$ cat config.mk
export PLATFORM = sky130hd
export DESIGN_NAME = score_bcd_counter
export DESIGN_NICKNAME = d
export VERILOG_FILES = /design/src/rtl/score_bcd_counter.sv
export SDC_FILE = /design/constraint.sdc
export NUM_CORES = 1
export LEC_CHECK = 0
export BUFFER_PORTS_ARGS = -buffer_cell sky130_fd_sc_hd__buf_2
export CORE_ASPECT_RATIO = 1.25
export CORE_UTILIZATION = 49
export CTS_BUF_LIST = sky130_fd_sc_hd__clkbuf_16
export CTS_CLUSTER_DIAMETER = 50
export DETAILED_ROUTE_END_ITERATION = 10
export GPL_TIMING_DRIVEN = 0
export PLACE_DENSITY = 0.76
export SLEW_MARGIN = 20
export SYNTH_ARGS = -nofsm -noshare
export SYNTH_HDL_FRONTEND = slang
export SYNTH_SLANG_ARGS = --single-unit
$ cat constraint.sdc
create_clock -name clk -period 3.5 [get_ports clk]
set_input_delay 0.175 -clock clk [delete_from_list [all_inputs] [get_ports clk]]
set_output_delay 0.175 -clock clk [all_outputs]
set_load 0.1 [all_outputs]
$ cat src/rtl/score_bcd_counter.sv
// rtl/score_bcd_counter.sv - packed-BCD game score counter with best-score tracking
// Optional leading-zero blanking of disp_bcd: define SCORE_BLANK_LZ_EN.
module score_bcd_counter #(
  parameter int DIGITS = 3
) (
  input  logic                  clk,
  input  logic                  rst,
  input  logic                  start,
  input  logic                  pass_in,
  input  logic                  game_over,
  output logic [4*DIGITS-1:0]   score_bcd,
  output logic [4*DIGITS-1:0]   best_bcd,
  output logic [4*DIGITS-1:0]   disp_bcd,
  output logic                  new_best,
  output logic                  sat,
  output logic                  running
);

  localparam int W = 4 * DIGITS;

  typedef enum logic [1:0] {
    IDLE = 2'd0,
    RUN  = 2'd1,
    OVER = 2'd2
  } state_t;

  state_t         state_q, state_d;
  logic [W-1:0]   score_q, score_d;
  logic [W-1:0]   best_q, best_d;
  logic           new_best_q, new_best_d;
  logic           sat_q, sat_d;
  logic           running_q, running_d;
  logic           pass_q;

  logic [W-1:0]   score_inc;
  logic [W-1:0]   score_run;
  logic           inc_carry;
  logic           rise;

  // True when every digit holds 9, i.e. the score cannot advance further.
  function automatic logic is_max(input logic [W-1:0] v);
    logic m;
    m = 1'b1;
    for (int i = 0; i < DIGITS; i++) begin
      if (v[4*i +: 4] != 4'd9) m = 1'b0;
    end
    return m;
  endfunction

  assign rise = pass_in & ~pass_q;

  // Score plus one with BCD ripple carry; a digit at 9 wraps and carries up.
  always_comb begin
    score_inc = score_q;
    inc_carry = 1'b1;
    for (int i = 0; i < DIGITS; i++) begin
      if (inc_carry) begin
        if (score_q[4*i +: 4] == 4'd9) begin
          score_inc[4*i +: 4] = 4'd0;
        end else begin
          score_inc[4*i +: 4] = score_q[4*i +: 4] + 4'd1;
          inc_carry = 1'b0;
        end
      end
    end
  end

  // Score after this cycle's pass edge, held once all nines is reached.
  assign score_run = (rise && !is_max(score_q)) ? score_inc : score_q;

  // Next-state logic; start has priority over game_over in every state.
  always_comb begin
    state_d    = state_q;
    score_d    = score_q;
    best_d     = best_q;
    new_best_d = new_best_q;
    sat_d      = sat_q;
    case (state_q)
      IDLE: begin
        if (start) begin
          state_d    = RUN;
          score_d    = '0;
          sat_d      = 1'b0;
          new_best_d = 1'b0;
        end
      end
      RUN: begin
        if (start) begin
          score_d    = '0;
          sat_d      = 1'b0;
          new_best_d = 1'b0;
        end else begin
          score_d = score_run;
          sat_d   = sat_q | is_max(score_run);
          if (game_over) begin
            state_d = OVER;
            // Compare against the score as it will be registered on this edge,
            // so a pass edge coinciding with game_over is included.
            if (score_run > best_q) begin
              best_d     = score_run;
              new_best_d = 1'b1;
            end else begin
              new_best_d = 1'b0;
            end
          end
        end
      end
      OVER: begin
        if (start) begin
          state_d    = RUN;
          score_d    = '0;
          sat_d      = 1'b0;
          new_best_d = 1'b0;
        end
      end
      default: begin
        state_d = IDLE;
      end
    endcase
    running_d = (state_d == RUN);
  end

  // All state, including the pass_in edge detector, with async reset.
  always_ff @(posedge clk or posedge rst) begin
    if (rst) begin
      state_q    <= IDLE;
      score_q    <= '0;
      best_q     <= '0;
      new_best_q <= 1'b0;
      sat_q      <= 1'b0;
      running_q  <= 1'b0;
      pass_q     <= 1'b0;
    end else begin
      state_q    <= state_d;
      score_q    <= score_d;
      best_q     <= best_d;
      new_best_q <= new_best_d;
      sat_q      <= sat_d;
      running_q  <= running_d;
      pass_q     <= pass_in;
    end
  end

`ifdef SCORE_BLANK_LZ_EN
  // Blank every digit above the most significant nonzero one; units always shown.
  always_comb begin
    logic lead;
    lead     = 1'b1;
    disp_bcd = score_q;
    for (int i = DIGITS - 1; i >= 1; i--) begin
      if (lead && (score_q[4*i +: 4] == 4'd0)) begin
        disp_bcd[4*i +: 4] = 4'hF;
      end else begin
        lead = 1'b0;
      end
    end
  end
`else
  assign disp_bcd = score_q;
`endif

  assign score_bcd = score_q;
  assign best_bcd  = best_q;
  assign new_best  = new_best_q;
  assign sat       = sat_q;
  assign running   = running_q;

endmodule
---- Yosys cells after proc, flatten, opt, wreduce, memory -nomap -nowiden ----
Index checks and enable logic that the tools add are counted.
cells by class
  magnitude comparators ................... 1
  reduce and logical (&&, ||, !) cells .... 8
  $add $sub $neg .......................... 3
  bitwise gates (word level) .............. 4
  equal/unequal tests ..................... 14
  muxes and demuxes ....................... 31
operator list
  operator               count
  $mux W12               3
  $ne A4 B4 Y1 const B   6
  $pmux W12 S2           1
  $mux W4                5
  $mux W1                16
  $add A4 B1 Y4 const B  3
  $eq A4 B4 Y1 const B   3
  $gt A12 B12 Y1         1
  $mux W2                3
  $eq A2 B1 Y1 const B   2
  $pmux W1 S2            2
  $pmux W2 S2            1
  $reduce_and A4 Y1      1
  $ne A3 B3 Y1 const B   1
  $reduce_and A3 Y1      1
  $eq A2 B2 Y1 const B   1
  $logic_not A2 Y1       1
  $ne A2 B1 Y1 const B   1
  $not A1 Y1             2
  $reduce_and A2 Y1      1
  $reduce_bool A2 Y1     1
  $reduce_or A2 Y1       1
  $and A1 B1 Y1          1
  $logic_and A1 B1 Y1    1
  2 further kinds        2
storage, ports and cells
  bits of input ports ..................... 5
  register bits after elaboration ......... 30
  word-level logic and storage cells ...... 68

---- Logic depth before layout (Yosys ltp) ----
Gate-level depths: netlist of the first run.
  depth after elaboration ................. 16
  mapped depth ............................ 15
  depth with buffers taken out ............ 14

---- Worst setup path before layout of the first run ----
No wires, ideal clock.
  kind .................................... register -> register
  from .................................... reg score_q[4], in the netlist disp_bcd[4]
  to ...................................... reg best_q[0], in the netlist best_bcd[0]
  data arrival time ....................... 3952 ps
  clock period less this slack ............ 4078 ps
  setup time .............................. 126 ps
  cell stages (with the launch flop) ...... 13
  setup slack ............................. -578 ps
  cell sequence ........................... dfrtp_1 ha_1 nand3b_4 nor4_4 mux2i_1 ha_1 a21o_1 a21o_1 a21oi_1 nand2_1 o21ai_1 buf_2 mux2_2
on the way
  cells in the longest elaborated chain, start to end .. 8
  elaborated cells on any way between the ends .. 15
  those cells by class .................... add/sub (1); order compare (1); eq/ne (2); mux (8); reduce/logical (3)
RTL lines
  what                           RTL line  text
  from (decl)                    28        logic [W-1:0] score_q, score_d;
  from (signal assigned)         135       score_q <= score_d;
  $ne A4 B4 Y1                   45        if (v[4*i +: 4] != 4'd9) m = 1'b0;
  $mux W1 (2 in series)          45
  $logic_not A1 Y1               69        assign score_run = (rise && !is_max(score_q)) ? score_inc : score_q;
  $logic_and A1 B1 Y1            69
  $mux W12 *                     69
  net score_run[9]               36        logic [W-1:0] score_run;
  $gt A12 B12 Y1 *               99        if (score_run > best_q) begin
  $reduce_and A4 Y1 (no line) *  --
  to (signal assigned)           136       best_q <= best_d;
  to (decl)                      29        logic [W-1:0] best_q, best_d;
Mark *: on every way through the listed nets, which the timed path passes. The rest lies on a longest branch.
A chain may end at the register's enable or synchronous reset.

---- Worst setup path after layout of the first run ----
  from .................................... reg score_q[5], in the netlist disp_bcd[5]
  to ...................................... reg best_q[10], in the netlist best_bcd[10]
The elaborated chain is that of the path after synthesis.

==> impl_metrics.csv, run 1 <==
group,metric,value,unit
critical_path,arrival,3610,ps
timing,final.setup_skew,5.93,ps
power,power.switching,0.320,mW
critical_path,worst_ep_required_time,3660,ps
timing,relSlewSlack,57.0,%
power,irDropWorstVdd,0.402,mV
critical_path,setup.worst_path.start_class,"flop",
layout,nets,285,
floorplan,die_h,73.2,um
route,drtPass1Iterations,4,
route,vias,1711,
floorplan,fp.dieW,58.9,um
grt,antenna_found_initial,0,
power,power_density,386,nW/um2
route,drtIter0Drc,71,
clocking,path_clk_slew,50,ps
floorplan,pin_count,44,
synth,ys_warn_count,0,
route,drc,0,
clocking,cts_root_buf,"clkbuf_16",
grt,grt_use_total,22.2,%
clocking,cts_made_buffers,5,
grt,gr-total-overflow,0,
power,swShare,32.3,%
clocking,clkLatencyLatePin,280,ps
power,comb_power_share,21.3,%
synth,postSynthCellCount,201,
critical_path,path_cells,"inv_2 -> ha_4 -> nand3b_4 -> nor4_4 -> nand4_1 -> xnor2_2 -> ha_1 -> nand4_1 -> nor3_1 -> or3_1 -> a21oi_2 -> o21ai_4 -> buf_12 -> mux2_2",
hold_path,hold_path_class,"input pin to asynchronous set/reset pin",
route,wl,4500,um
grt,grt_pass1_vias,1563,
timing,holdWs,-15.4,ps
floorplan,core_area,3820,um2
synth,ys_ff_latch,30,
synth,synth_seq_area_share,37.8,%
floorplan,row_count,25,
critical_path,critPathMostFrequentCell,"nand4_1",
route,post_drt_wl_per_cell,14.2,um
status,status,"finished, violations left",
critical_path,crit_buf_inv,2,
clocking,htree_levels,2,
timing,slew_violations,0,
synth,syn-num-nets,224,
floorplan,initial_utilization,52.0,%
power,p_clk_share,41.0,%
critical_path,r2r_slack,50,ps
critical_path,crit_start,"disp_bcd[5]$_DFFE_PP0P_",
layout,drive_gt1_share,42.2,%
layout,antenna_cells,0,
power,seqPwrFrac,37.7,%
timing,fmax,290,MHz
grt,grt_pass1_wl,7090,um
timing,layout_min_cycle_time,3450,ps
placed_design,hpwl,3190,um
critical_path,path_delay_family,"simple AND/OR/NAND/NOR gates",
placed_design,gp_congestion,0.848,
clocking,clock_path_buffers,2,
route,drtAntennaViolNets,0,
timing,min_period_over_period,98.6,%
layout,fillers,312,
synth,synthDistinctLibCells,40,
critical_path,slowest_stage,"dfrtp_4",
synth,netlist_area,1990,um2
timing,tightest_slew,644,ps
clocking,cts-hold-fix-buffers,0,
placed_design,place_area,2300,um2
critical_path,r2r_start,"disp_bcd[5]$_DFFE_PP0P_",
route,routed_via_density,5.40,
clocking,cts_sinks,30,
timing,hold_violations,30,
critical_path,rr_worst_depth,14,
status,violations,"hold timing",
critical_path,cpPeakStageDelay,500,ps
timing,setup_tns,0,ps
power,internal_power,0.672,mW
critical_path,crit_type,"flop to flop",
clocking,cts_tree,"yes",
placed_design,portBuffers,43,
floorplan,die-area,4310,um2
layout,fin_area,2570,um2
critical_path,crit_fanout,13,
run,maxCapViolCount,0,
timing,finalSetupViolCount,0,
critical_path,r2r_end,"best_bcd[10]$_DFFE_PP0P_",
critical_path,cp.depth,14,
synth,avgSynthCellArea,9.88,um2
critical_path,end_kind,"flop",
power,p_leak,1.40,nW
layout,area_growth,29.6,%
grt,grt_max_degree,31,
==> stage by stage <==
step	setup slack (ps)	instances	hold slack, ps	util (%)	total power [mW]
after floorplan	13.0	201	206	-	0.548
after global placement	-122	298	322	60.4	0.582
after detailed placement	-202	298	299	60.4	0.586
final	48.9	317	-15.4	67.4	0.993
after global routing	-66.5	317	46.2	67.4	1.02
after CTS	1.74	309	10.7	64.9	0.991
==> power groups by stage <==
stage               sequential [mW]  clock, mW  combinational, mW
floorplan                     0.459          0             0.0888
global placement              0.379          0              0.203
detailed placement            0.380          0              0.206
CTS                           0.374      0.410              0.207
global route                  0.375      0.422              0.226
finish                        0.374      0.407              0.212
==> synth_stat cells, drive strengths merged <==
master    n  area share [%]
dfrtp    30              38
a21bo     1            0.50
or3       1            0.32
nor2      4            0.76
nand3b    5             3.2
nand4     5             1.6
nor4      2             1.4
o2bb2ai   1            0.44
xnor2     1            0.44
nor2b     2            0.63
nand3     7             1.8
o211ai    1            0.38
mux2     12             6.8
a21oi    10             2.5
nand2    17             3.2
a211oi    2            0.76
xor2      2            0.88
ha       18              11
o21ai    11             2.8
a22o     10             4.4
and3b     2            0.88
buf      13             4.8
o41ai     1            0.82
o21a      1            0.38
inv      20             3.8
a32o      1            0.50
clkbuf    4            0.76
a31oi     1            0.32
o2111ai   1            0.44
o31ai     3             1.1
a21o      4             1.5
a41oi     1            0.44
nor3b     1            0.38
nor3      1            0.25
mux2i     1            0.50
nand2b    4             1.3
==> flip-flops by register name (all words and copies together) (netlist names) <==
register	count
best_bcd	12
disp_bcd	12
new_best	1
pass_q	1
running	1
sat	1
state_q	2
==> cells by family (layout without fill, tap and decap cells) <==
family	after synthesis	count (layout)	synth area share (%)
AO/OA/AOI/OAI	49	49	17.3
XOR/XNOR	3	3	1.32
adder cells (fa/ha/maj)	18	18	11.3
buffers and inverters	37	99	9.33
flip-flops	30	30	37.8
multiplexers	13	13	7.31
AND/OR/NAND/NOR	51	51	15.6
==> area by class of cell <==
cell class / count / area [um2] / share of cell area (%)
clock inverters: 3 / 12.5 / 0.486
clock buffers: 5 / 125 / 4.86
flip-flops and latches: 30 / 776 / 30.1
multi-input cells: 134 / 1090 / 42.5
inverters: 20 / 75.1 / 2.92
repair buffers: 55 / 318 / 12.3
well taps: 54 / 67.6 / 2.63
plain buffers: 16 / 105 / 4.08
==> timing repair <==
action / in CTS / in global routing
hold endpoints to repair: 0 / 0
setup buffers: 3 / 9
setup endpoints to repair: 12 / 12
resized for setup: 2 / 8
pin swaps: 1 / 6
==> metal layers <==
layer / track usage [%] / up-vias / part of all wire, %
met5: 0 / - / 0
met3: 4.61 / 8 / 5.1
met1: 26.5 / 828 / 42
met2: 38.6 / 42 / 51
met4: 8.47 / 0 / 1.7
li1: - / 833 / -
==> cell usage in the layout (no fill, tap or decap), drive strengths merged, types with 2 or more instances in the layout <==
master   n
ha      18
clkinv   2
buf     67
nand3    7
a21o     4
a211oi   2
nand4    5
mux2    12
a21oi   10
nand3b   5
o31ai    3
nand2   17
o21ai   11
inv     21
nand2b   4
nor2b    2
xor2     2
dfrtp   30
clkbuf   9
nor4     2
a22o    10
nor2     4
and3b    2
==> how the worst max path moves through the flow <==
stage                               endpoint
finish              best_bcd[10]$_DFFE_PP0P_
global route         best_bcd[1]$_DFFE_PP0P_
CTS                  best_bcd[5]$_DFFE_PP0P_
detailed placement   best_bcd[5]$_DFFE_PP0P_
global placement    best_bcd[10]$_DFFE_PP0P_
floorplan            best_bcd[0]$_DFFE_PP0P_
(Power assumes the default switching activity.)
==> inputs of run 2 (changes only) <==
--- a/config.mk
+++ b/config.mk
@@ -7,6 +7,7 @@
 export LEC_CHECK = 0
 export BUFFER_PORTS_ARGS = -buffer_cell sky130_fd_sc_hd__buf_2
 export CORE_ASPECT_RATIO = 1.25
+export CORE_MARGIN = 8
 export CORE_UTILIZATION = 49
 export CTS_BUF_LIST = sky130_fd_sc_hd__clkbuf_16
 export CTS_CLUSTER_DIAMETER = 50
==> impl_metrics.csv, run 2 (synthesized netlist as in run 1, its figures left out) <==
group,metric,value,unit
floorplan,row_count,26,
timing,relSlewSlack,57.9,%
timing,layout_min_cycle_time,3420,ps
timing,final.setup_skew,6.59,ps
timing,hold_violations,30,
run,maxCapViolCount,0,
placed_design,gp_congestion,0.845,
critical_path,r2r_end,"best_bcd[9]$_DFFE_PP0P_",
placed_design,dp.cells,300,
status,violations,"hold timing",
layout,antenna_cells,0,
route,drc,0,
critical_path,worst_ep_required_time,3650,ps
critical_path,r2r_start,"disp_bcd[5]$_DFFE_PP0P_",
route,drtPass1Iterations,4,
clocking,cts_tree,"yes",
floorplan,die_h,87.2,um
critical_path,path_cells,"inv_2 -> ha_4 -> nand3b_4 -> nor4_4 -> buf_4 -> mux2i_2 -> ha_1 -> a21o_1 -> a21o_1 -> a21oi_2 -> nand2_1 -> o21ai_4 -> buf_4 -> mux2_2",
layout,final_util,64.8,%
clocking,htree_levels,2,
layout,final_cell_mix,"buf_2, buf_4, inv_1",
route,drtIter0Drc,72,
grt,grt_pass1_vias,1674,
critical_path,r2r_slack,80,ps
critical_path,rr_worst_depth,14,
clocking,cts_made_buffers,5,
timing,tightest_slew,631,ps
route,drtAntennaViolNets,0,
route,vias,1694,
power,irDropWorstVdd,0.239,mV
critical_path,path_delay_family,"compound AO/OA/AOI/OAI gates",
timing,holdWs,-17.3,ps
layout,drive_gt1_share,43.0,%
power,p_leak,1.41,nW
timing,finalSetupViolCount,0,
timing,min_period_over_period,97.6,%
critical_path,crit_fanout,8,
timing,slew_violations,0,
layout,nets,287,
grt,grt_max_degree,31,
clocking,clkLatencyLatePin,280,ps
layout,area_growth,30.6,%
critical_path,cpPeakStageDelay,500,ps
route,post_drt_wl_per_cell,15.2,um
clocking,cts_sinks,30,
grt,grt_use_total,16.0,%
layout,final_common_cell,"buf_2",
critical_path,crit_type,"flop to flop",
grt,gr-total-overflow,0,
grt,grt_pass1_wl,7910,um
clocking,cts-hold-fix-buffers,0,
floorplan,initial_utilization,49.6,%
power,power_density,382,nW/um2
grt,antenna_found_initial,0,
route,wl,4880,um
clocking,path_clk_slew,50,ps
critical_path,slowest_stage,"dfrtp_4",
floorplan,fp.dieW,72.9,um
clocking,cts_root_buf,"clkbuf_16",
layout,stdcell_count,321,
critical_path,crit_buf_inv,3,
floorplan,pin_count,44,
critical_path,arrival,3570,ps
critical_path,crit_start,"disp_bcd[5]$_DFFE_PP0P_",
placed_design,hpwl,3440,um
timing,fmax,293,MHz
clocking,clock_path_buffers,2,
critical_path,end_kind,"flop",
critical_path,setup.worst_path.start_class,"flop",
floorplan,core_area,4000,um2
placed_design,portBuffers,43,
hold_path,hold_path_class,"input pin to asynchronous set/reset pin",
route,routed_via_density,5.28,
status,status,"finished, violations left",
floorplan,die-area,6360,um2
## run 2: changes by cell type in the layout (fill, tap and decap cells not counted)
cell / delta
a31oi_1: -1
a31oi_2: +1
buf_4: +1
buf_6: +2
buf_12: -1
## run 2: power by group
part | total (mW) | switching [mW] | internal, mW | leakage (nW)
combinational | 0.215 | 0.159 | 0.0559 | 0.947
sequential | 0.373 | 0.0115 | 0.362 | 0.388
clock | 0.401 | 0.145 | 0.256 | 0.0724
## run 2: worst max-delay path by stage
stage                               to  slack, ps  depth (start not counted)
5_1_grt        best_bcd[9]$_DFFE_PP0P_        -40                         15
3_5_place_dp   best_bcd[4]$_DFFE_PP0P_       -250                         13
2_1_floorplan  best_bcd[0]$_DFFE_PP0P_         10                         13
6_report       best_bcd[9]$_DFFE_PP0P_         80                         14
3_3_place_gp   best_bcd[1]$_DFFE_PP0P_       -110                         13
4_1_cts        best_bcd[4]$_DFFE_PP0P_         40                         13
## run 2: final cells by class
class	count	area, um2
Sequential cell	30	776
Tap cell	56	70.1
Multi-Input combinational cell	134	1100
Fill cell	348	1410
Inverter	20	75.1
Clock inverter	3	12.5
Buffer	17	116
Clock buffer	5	125
Timing Repair Buffer	56	317
## run 2: metrics by stage
stage	hold WS, ps	power (mW)	worst slack [ps]	instance area [um2]	TNS, ps
CTS	11.0	0.995	36.4	2500	0
global route	44.5	1.03	-44.0	2590	-294
finish	-17.3	0.990	82.6	2590	0
global placement	320	0.584	-114	2310	-1010
detailed placement	301	0.587	-249	2310	-2350
floorplan	206	0.548	13.0	2020	0
## run 2: timing repair
item / 4_1_cts / 5_1_grt
pin swaps: 3 / 6
resized for setup: 3 / 11
cloned: 0 / 1
endpoints found under the setup margin: 13 / 12
buffers inserted: 5 / 7
## run 2: routing by layer
metal | GRT usage, % | vias to the layer above | part of all wire (%)
li1 | - | 839 | -
met1 | 18.1 | 819 | 44
met2 | 27.4 | 27 | 51
met3 | 3.46 | 9 | 3.1
met4 | 7.85 | 0 | 1.8
met5 | 0 | - | 0
==> inputs of run 3 (changes only) <==
--- a/config.mk
+++ b/config.mk
@@ -6,7 +6,7 @@
 export NUM_CORES = 1
 export LEC_CHECK = 0
 export BUFFER_PORTS_ARGS = -buffer_cell sky130_fd_sc_hd__buf_2
-export CORE_ASPECT_RATIO = 1.25
+export CORE_ASPECT_RATIO = 1.2
 export CORE_MARGIN = 8
 export CORE_UTILIZATION = 49
 export CTS_BUF_LIST = sky130_fd_sc_hd__clkbuf_16
==> impl_metrics.csv, run 3 (synthesized netlist as in run 1, its figures left out) <==
group,metric,value,unit
clocking,cts_root_buf,"clkbuf_16",
critical_path,worst_ep_required_time,3660,ps
critical_path,path_delay_family,"simple AND/OR/NAND/NOR gates",
timing,hold_violations,0,
grt,grt_pass1_vias,1613,
clocking,path_clk_slew,50,ps
critical_path,critPathMostFrequentCell,"nand4_1",
clocking,htree_levels,2,
layout,stdcell_count,318,
power,swShare,31.3,%
power,power.switching,0.305,mW
critical_path,cpPeakStageDelay,520,ps
clocking,clkLatencyLatePin,280,ps
timing,final.setup_skew,9.09,ps
power,power_density,380,nW/um2
floorplan,fp.dieW,74.1,um
placed_design,hpwl,3360,um
critical_path,crit_type,"flop to flop",
power,p_clk_share,40.4,%
clocking,clock_path_buffers,2,
layout,final_cell_mix,"buf_2, buf_4, inv_1",
timing,slew_violations,0,
route,post_drt_wl_per_cell,14.5,um
layout,final_common_cell,"buf_2",
grt,grt_use_total,15.2,%
critical_path,r2r_end,"best_bcd[10]$_DFFE_PP0P_",
clocking,cts_made_buffers,5,
route,drc,0,
hold_path,hold_path_class,"input pin to flop",
critical_path,crit_fanout,10,
status,status,"finished clean",
timing,layout_min_cycle_time,3390,ps
timing,setup_tns,0,ps
critical_path,crit_buf_inv,2,
placed_design,dp.cells,298,
route,wl,4620,um
route,routed_via_density,5.16,
power,irDropWorstVdd,0.332,mV
placed_design,portBuffers,43,
critical_path,crit_start,"disp_bcd[5]$_DFFE_PP0P_",
route,drtPass1Iterations,4,
critical_path,r2r_slack,110,ps
route,vias,1641,
critical_path,end_kind,"flop",
grt,gr-total-overflow,0,
power,seqPwrFrac,38.3,%
grt,grt_pass1_wl,7330,um
critical_path,path_cells,"inv_4 -> ha_4 -> nand3b_4 -> nor4_4 -> nand4_1 -> xnor2_2 -> ha_1 -> nand4_1 -> nor3_1 -> or3_1 -> a21oi_2 -> o21ai_2 -> buf_6 -> mux2_2",
timing,relSlewSlack,56.9,%
critical_path,r2r_start,"disp_bcd[5]$_DFFE_PP0P_",
layout,antenna_cells,0,
clocking,cts_sinks,30,
run,maxCapViolCount,0,
grt,antenna_found_initial,0,
timing,rsz0062_at_grt,"yes",
critical_path,slowest_stage,"dfrtp_4",
layout,drive_gt1_share,41.3,%
layout,area_growth,29.2,%
timing,fmax,295,MHz
route,drtIter0Drc,55,
timing,finalSetupViolCount,0,
floorplan,pin_count,44,
timing,min_period_over_period,96.8,%
critical_path,endpoint,"best_bcd[10]$_DFFE_PP0P_",
critical_path,setup.worst_path.start_class,"flop",
floorplan,core_area,3910,um2
hold_path,min_path_cells,1,
power,internal_power,0.670,mW
critical_path,arrival,3540,ps
floorplan,die-area,6350,um2
grt,grt_max_degree,31,
clocking,cts_tree,"yes",
power,p_leak,1.40,nW
power,comb_power_share,21.2,%
floorplan,die_h,85.7,um
layout,nets,286,
critical_path,cp.depth,14,
route,drtAntennaViolNets,0,
floorplan,row_count,25,
critical_path,rr_worst_depth,14,
placed_design,gp_congestion,0.820,
timing,tightest_slew,645,ps
floorplan,initial_utilization,50.8,%
-- run 3: final cells by class --
| cell class | count | area (um2) |
|---|---|---|
| repair buffers | 55 | 308 |
| well taps | 54 | 67.6 |
| multi-input cells | 134 | 1080 |
| plain buffers | 17 | 116 |
| fillers | 322 | 1340 |
| clock buffers | 5 | 125 |
| inverters | 20 | 77.6 |
| flip-flops and latches | 30 | 776 |
| clock inverters | 3 | 11.3 |
-- run 3: power groups by stage --
stage               sequential [mW]  combinational, mW  clock (mW)
detailed placement            0.379              0.206           0
finish                        0.373              0.207       0.394
floorplan                     0.459             0.0888           0
global placement              0.379              0.204           0
CTS                           0.373              0.207       0.403
global route                  0.375              0.222       0.412
-- run 3: metrics by stage --
step           util (%)  instance area, um2  setup slack, ps  power [mW]  hold WS (ps)
2_1_floorplan         -                2020             13.0       0.548           206
3_3_place_gp       58.9                2300             -120       0.583           323
3_5_place_dp       58.9                2300             -159       0.585           296
4_1_cts            63.5                2480             26.7       0.983          39.4
5_1_grt            65.6                2570             -125        1.01          52.2
6_report           65.6                2570              113       0.975          43.7
-- run 3: worst min path at each step --
stage	start	end	slack [ps]
floorplan	pass_in	pass_q$_DFF_PP0_	210
global placement	pass_in	pass_q$_DFF_PP0_	320
detailed placement	rst	best_bcd[5]$_DFFE_PP0P_	300
CTS	pass_in	pass_q$_DFF_PP0_	40
global route	pass_in	pass_q$_DFF_PP0_	50
finish	pass_in	pass_q$_DFF_PP0_	40
-- run 3: metal layers --
layer	global-route usage (%)	wire length, um
met5	0	0
met4	8.20	111
met3	3.73	230
met2	25.1	2260
met1	17.2	2020
-- run 3: timing repair --
action                                 4_1_cts  5_1_grt
endpoints found under the hold margin        1        0
hold buffers                                 1        0
resized for setup                            2        7
pin swaps                                    1        6
setup buffers                                3        8
setup endpoints to repair                   10       12
